## src/rtl/ddr2_refresh_sched.sv

```systemverilog
// ddr2_refresh_sched: periodic auto-refresh scheduler for the DDR2 controller.
// Raises a refresh demand every TREFI cycles and counts demands that the
// controller has not yet served, up to MAX_POSTPONE. It hands them to the
// controller FSM over a req/ack handshake and holds a tRFC busy window after
// each accepted CMD_REF.
//
// Ports:
//   clk          controller clock
//   rst_n        asynchronous active-low reset
//   init_done    DDR2 init complete; scheduler runs only while high
//   ref_ack      controller issued CMD_REF this cycle
//   ref_req      at least one refresh pending and scheduler ready to hand off
//   ref_urgent   pending_cnt >= URGENT_THRESH
//   ref_busy     tRFC window active, no ACT/REF allowed
//   pending_cnt  outstanding refresh count
//   overflow_err sticky: a tick arrived with pending_cnt == MAX_POSTPONE
module ddr2_refresh_sched #(
    parameter int unsigned TREFI         = 7800,
    parameter int unsigned TRFC          = 26,
    parameter int unsigned MAX_POSTPONE  = 8,
    parameter int unsigned URGENT_THRESH = 6
) (
    input  logic                              clk,
    input  logic                              rst_n,
    input  logic                              init_done,
    input  logic                              ref_ack,
    output logic                              ref_req,
    output logic                              ref_urgent,
    output logic                              ref_busy,
    output logic [$clog2(MAX_POSTPONE+1)-1:0] pending_cnt,
    output logic                              overflow_err
);

    localparam int unsigned IW = $clog2(TREFI);
    localparam int unsigned RW = $clog2(TRFC + 1);
    localparam int unsigned PW = $clog2(MAX_POSTPONE + 1);

    localparam logic [IW-1:0] IntReload  = IW'(TREFI - 1);
    localparam logic [RW-1:0] RfcReload  = RW'(TRFC - 1);
    localparam logic [PW-1:0] PendMax    = PW'(MAX_POSTPONE);
    localparam logic [PW-1:0] UrgentLvl  = PW'(URGENT_THRESH);

    typedef enum logic [1:0] {StOff, StRun, StRfc} state_e;

    state_e        state_q, state_d;
    logic [IW-1:0] int_q, int_d;
    logic [RW-1:0] rfc_q, rfc_d;
    logic [PW-1:0] pend_q, pend_d;
    logic          ovf_q, ovf_d;
    logic          tick;
    logic          accept;

    // Outputs depend on registered state only; ref_ack never reaches them.
    assign ref_req      = (state_q == StRun) && (pend_q != '0);
    assign ref_busy     = (state_q == StRfc);
    assign ref_urgent   = (pend_q >= UrgentLvl);
    assign pending_cnt  = pend_q;
    assign overflow_err = ovf_q;

    assign accept = ref_req && ref_ack;
    assign tick   = (state_q != StOff) && (int_q == '0);

    always_comb begin
        state_d = state_q;
        int_d   = int_q;
        rfc_d   = rfc_q;
        pend_d  = pend_q;
        ovf_d   = ovf_q;

        if (!init_done) begin
            // Leaving init wipes the schedule but keeps the sticky error.
            state_d = StOff;
            int_d   = IntReload;
            rfc_d   = '0;
            pend_d  = '0;
        end else begin
            unique case (state_q)
                StOff: state_d = StRun;
                StRun: begin
                    if (accept) begin
                        state_d = StRfc;
                        rfc_d   = RfcReload;
                    end
                end
                StRfc: begin
                    if (rfc_q == '0) begin
                        state_d = StRun;
                    end else begin
                        rfc_d = rfc_q - 1'b1;
                    end
                end
                default: state_d = StOff;
            endcase

            if (state_q != StOff) begin
                int_d = tick ? IntReload : int_q - 1'b1;
            end

            // Tick and accepted ack in the same cycle cancel out.
            if (tick && !accept) begin
                if (pend_q == PendMax) begin
                    ovf_d = 1'b1;
                end else begin
                    pend_d = pend_q + 1'b1;
                end
            end else if (accept && !tick) begin
                pend_d = pend_q - 1'b1;
            end
        end
    end

    always_ff @(posedge clk or negedge rst_n) begin
        if (!rst_n) begin
            state_q <= StOff;
            int_q   <= IntReload;
            rfc_q   <= '0;
            pend_q  <= '0;
            ovf_q   <= 1'b0;
        end else begin
            state_q <= state_d;
            int_q   <= int_d;
            rfc_q   <= rfc_d;
            pend_q  <= pend_d;
            ovf_q   <= ovf_d;
        end
    end

endmodule

```

## config.mk

```make
export PLATFORM = sky130hd
export DESIGN_NAME = ddr2_refresh_sched
export DESIGN_NICKNAME = d
export VERILOG_FILES = /design/src/rtl/ddr2_refresh_sched.sv
export SDC_FILE = /design/constraint.sdc
export NUM_CORES = 1
export LEC_CHECK = 0
export CORE_MARGIN = 4
export CORE_UTILIZATION = 57
export CTS_CLUSTER_DIAMETER = 60
export CTS_CLUSTER_SIZE = 25
export DETAILED_ROUTE_END_ITERATION = 10
export GPL_TIMING_DRIVEN = 0
export PLACE_DENSITY = 0.81
export SYNTH_ARGS = -nofsm -noshare
export SYNTH_HDL_FRONTEND = slang
export SYNTH_SLANG_ARGS = --single-unit
```

## constraint.sdc

```tcl
create_clock -name clk -period 3.1 [get_ports clk]
set_clock_uncertainty 0.15 [all_clocks]
set_input_delay 0.62 -clock clk [delete_from_list [all_inputs] [get_ports clk]]
set_output_delay 0.62 -clock clk [all_outputs]
set_load 0.02 [all_outputs]
```

### Yosys cells after proc, flatten, opt, wreduce, memory -nomap -nowiden

Index checks and enable logic that the tools add are counted.

* flip-flop bits (word level): 25
* input bits: 4
* output and inout port bits: 8
* word-level logic and storage cells: 51

* $add $sub $neg: 4
* $lt $le $gt $ge: 1
* equal/unequal tests: 10
* multiplexer cells: 15
* reductions and logical operators: 16

Operator list (number)
* $mux 13: 3
* $mux 4: 4
* $mux 5: 3
* $logic_not 13->1: 1
* $sub 13x1->13 const B: 1
* $pmux 5 s2: 1
* $ne 3x3->1 const B: 3
* $mux 2: 3
* $ne 3x1->1 const B: 2
* $pmux 2 s3: 1
* $reduce_and 3->1: 2
* $logic_and 1x1->1: 5
* $logic_not 5->1: 1
* $sub 5x1->5 const B: 1
* $add 4x1->4 const B: 1
* $eq 4x4->1 const B: 1
* $ge 4x3->1 const B: 1
* $reduce_and 2->1: 2
* $reduce_bool 4->1: 1
* $sub 4x1->4 const B: 1
* $ne 3x2->1 const B: 1
* $eq 2x1->1 const B: 1
* $eq 2x2->1 const B: 1
* $logic_not 1->1: 2
* 3 further kinds: 3

### Depth between registers and ports, before layout

* word-level depth: 7
* depth in mapped cells: 12
* depth with buffers taken out: 11

### Worst setup path before layout

OpenSTA, ideal clock, no wires.

* path type: register to register
* start point: register int_q[7]
* end point: register pend_q[3], in the netlist pending_cnt[3]
* library setup time: 0.069 ns
* arrival time: 2.380 ns
* data required time: 2.881 ns
* slack: 0.502 ns
* cell stages (with the launch flop): 11
* path buffers: 0
* clock period less this slack: 2.598 ns
* cell sequence: dfrtp_1 -> nor4_1 -> nand3_1 -> nor2_4 -> nand2_1 -> ha_1 -> a21oi_1 -> nand2_1 -> and4_1 -> or3_1 -> nand3_1

* longest elaborated chain between the ends: 6
* elaborated cells on any way between the ends: 10
* those cells by class: 2 x eq/ne; 2 x mux; 6 x reduce/logical

Ends and longest elaborated chain
* start: declaration: RTL line 46 `logic [IW-1:0] int_q, int_d;`
* start signal: assignment: RTL line 115 `int_q <= IntReload;`
* start signal: assignment: RTL line 121 `int_q <= int_d;`
* $logic_not 13->1 *: RTL line 61 `assign tick = (state_q != StOff) && (int_q == '0);`
* $logic_and 1x1->1 *: RTL line 61
* $logic_not 1->1: RTL line 106 `end else if (accept && !tick) begin`
* $logic_and 1x1->1: RTL line 106
* $ne 3x1->1 (no line)
* $reduce_and 2->1 (no line)
* end signal: assignment: RTL line 123 `pend_q <= pend_d;`
* end: declaration: RTL line 48 `logic [PW-1:0] pend_q, pend_d;`

Mark *: on every way between the ends. The rest lies on a longest branch, timed or not.
A chain may end at the register's enable or synchronous reset.

### Worst setup path in the final report

Ends and elaborated chain as after synthesis.

==> impl_metrics.py <==
metrics = {
    "run_status": {
        "status": "complete, no violations",
    },
    "yosys": {
        "synth-compound-area-share_pct": 9.85,
        "synthCells": 163,
        "syn_area_per_cell_um2": 9.04,
        "synthTopCellsByArea": "dfrtp_1, dfstp_2, nand2_1",
        "yosysSeqAreaShare_pct": 43.3,
        "syn_area_mm2": 0.00147,
        "yosysTopAreaCell": "dfrtp_1",
        "synth_top_family_by_area": "simple AND/OR/NAND/NOR gates",
        "synth-adder-area-share_pct": 6.45,
        "synth_edf_count": 0,
        "synthSimpleGateAreaFrac_pct": 30.1,
        "synth_nets": 174,
        "muxShareOfSynthArea_pct": 0,
        "synth-seq-cells": 25,
        "yosysUniqueCellTypes": 43,
        "yosys_warnings": 0,
        "postSynth.asyncResetShare_pct": 100,
        "netlist.area_leader.share_pct": 25.5,
        "synth_top_flop_cell": "dfrtp_1",
        "synth_xor_area_share_pct": 6.54,
    },
    "clock_network": {
        "post-cts-setup-buffer-count": 0,
        "h-tree-depth": 1,
        "cts_resized": 0,
        "cts.sinks": 25,
        "numCtsBuffers": 3,
        "clock_latency_ps": 330,
        "cts_tree": "yes",
        "clk_pin_slew_worst_paths_ps": 140,
        "clock_path_buffers": 2,
        "clockRootBuffer": "clkbuf_4",
        "holdBufCountCts": 0,
    },
    "global_routing": {
        "grt.overflow.total": 0,
        "grt_max_degree": 26,
        "antenna_found_initial": 0,
        "gr-usage-all-layers_pct": 20.5,
        "grt_pass1_wl_mm": 5.48,
        "grt_pass1_vias": 1259,
    },
    "final_layout": {
        "area_delta_synth_final_pct": 11.9,
        "fillers": 189,
        "drive_gt1_share_pct": 11.8,
        "final_cell_mix": "nand2_1, nor2_1, dfrtp_1",
        "finalNonFillerCells": 208,
        "nets": 190,
        "diodes": 0,
        "final_common_cell": "nand2_1",
    },
    "timing": {
        "fin_crit_ps": 2850,
        "hold_viol_final": 0,
        "slew_violations": 0,
        "grt_setup_unrepaired": "false",
        "fin_crit_sh_pct": 91.9,
        "fin_ws_ps": 250,
        "fmax_ghz": 0.351,
        "setup_viol": 0,
        "tns_ps": 0,
        "worst_pin_slew_ps": 1090,
        "slew_headroom_pct": 26.9,
    },
    "detailed_routing": {
        "drtIter0Drc": 63,
        "drc": 0,
        "top_layer": "met4",
        "wire_per_inst_um": 14.6,
        "vias": 1196,
        "met1Wirelength_mm": 1.36,
        "post_drt_via_cell_ratio": 5.75,
        "drt_wl_total_mm": 3.04,
        "wl_met3_um": 105,
        "drt_first_pass_iters": 4,
        "ant_nets": 0,
        "met2_wirelength_mm": 1.53,
    },
    "critical_path": {
        "crit_fanout": 7,
        "worstPathArrival_ps": 2980,
        "critPathRequiredTime_ps": 3230,
        "critPathKind": "reg2reg",
        "endpoint_kind": "flop",
        "start_kind": "flop",
    },
    "die": {
        "die_x_um": 58.9,
        "initial_utilization_pct": 59.5,
        "ios": 12,
        "fp.coreArea_mm2": 0.00248,
        "num_rows": 18,
        "fp.dieH_um": 58.9,
        "dieArea_mm2": 0.00346,
    },
    "placement": {
        "post-place-ws_ps": 285,
        "dp.final_hpwl_mm": 2.21,
        "placed_cells": 204,
        "place.gp.congestion": 0.824,
        "io_buffers": 11,
    },
    "flow_run": {
        "cap_violations": 0,
    },
    "power": {
        "power.leakage_nw": 0.687,
        "vdd_ir_drop_max_uv": 281,
        "cellPowerDensity_mw_per_mm2": 323,
    },
    "worst_hold_path": {
        "hp-class": "reg2reg",
    },
}
registers in the layout, indices dropped and copies added (netlist names):
signal,flops
rfc_q,5
state_q,2
int_q,13
overflow_err,1
pending_cnt,4
cells in the mapped netlist (3+ instances only):
master / count
ha_1: 6
dfrtp_1: 15
dfstp_2: 10
nand3_1: 5
o21ai_0: 6
xnor2_1: 4
a21oi_1: 7
clkbuf_1: 3
nor3_1: 6
nand2_1: 25
nor3b_1: 3
xor2_1: 7
inv_1: 8
nor4_1: 4
nor2_1: 18
layer usage:
| layer | vias up | global-route usage (%) |
|---|---|---|
| met5 | - | 0 |
| met4 | 0 | 8.74 |
| met3 | 5 | 2.19 |
| met2 | 31 | 35.8 |
| met1 | 569 | 25.6 |
| li1 | 591 | - |
stage by stage:
| stage | power, W | area (um2) | util, % | hold WS, ps |
|---|---|---|---|---|
| 2_1_floorplan | 0.000368 | 1470 | - | 174 |
| 3_3_place_gp | 0.000385 | 1620 | 65.5 | 301 |
| 3_5_place_dp | 0.000387 | 1620 | 65.5 | 303 |
| 4_1_cts | 0.000535 | 1650 | 66.6 | 338 |
| 5_1_grt | 0.000561 | 1650 | 66.6 | 385 |
| 6_report | 0.000533 | 1650 | 66.6 | 329 |
power by group:
group	internal (W)	leakage [nW]	total [W]	switching (W)
registers	0.000334	0.308	0.000339	0.00000506
logic	0.0000153	0.362	0.0000425	0.0000272
clock network	0.0000485	0.0177	0.000152	0.000103
path summary, 6_finish.rpt:
check	depth (start not counted)	from	slack [ps]	end
min reg2reg	1	overflow_err	330	overflow_err
min	1	overflow_err	330	overflow_err
max in group asynchronous	1	rst_n	1440	int_q[8]
max reg2reg	10	int_q[7]	250	pending_cnt[3]
max	10	int_q[7]	250	pending_cnt[3]
min in group asynchronous	1	rst_n	710	rfc_q[3]
area by class of cell:
class / instances / area (um2) / area share, %
Clock buffer: 3 / 22.5 / 1.37
Clock inverter: 1 / 5.00 / 0.303
Multi-Input combinational cell: 124 / 779 / 47.3
Timing Repair Buffer: 11 / 110 / 6.68
Sequential cell: 25 / 638 / 38.7
Buffer: 6 / 26.3 / 1.59
Tap cell: 30 / 37.5 / 2.28
Inverter: 8 / 30.0 / 1.82
critical path: stages (launching register included):
cell and delay, ps:
dfrtp_1 440, nor4_1 480, nand3_1 230, nor2_4 250
nand2_1 130, ha_1 330, a21oi_1 150, nand2_1 70
and4_1 200, or3_1 300, nand3_1 80
cells by family after synthesis:
kind of cell	after synthesis
flops	25
buf+inv	14
compound gates	24
xor+xnor	11
simple gates	82
fa+ha+maj	7
Power figures use the tool's default switching activity.
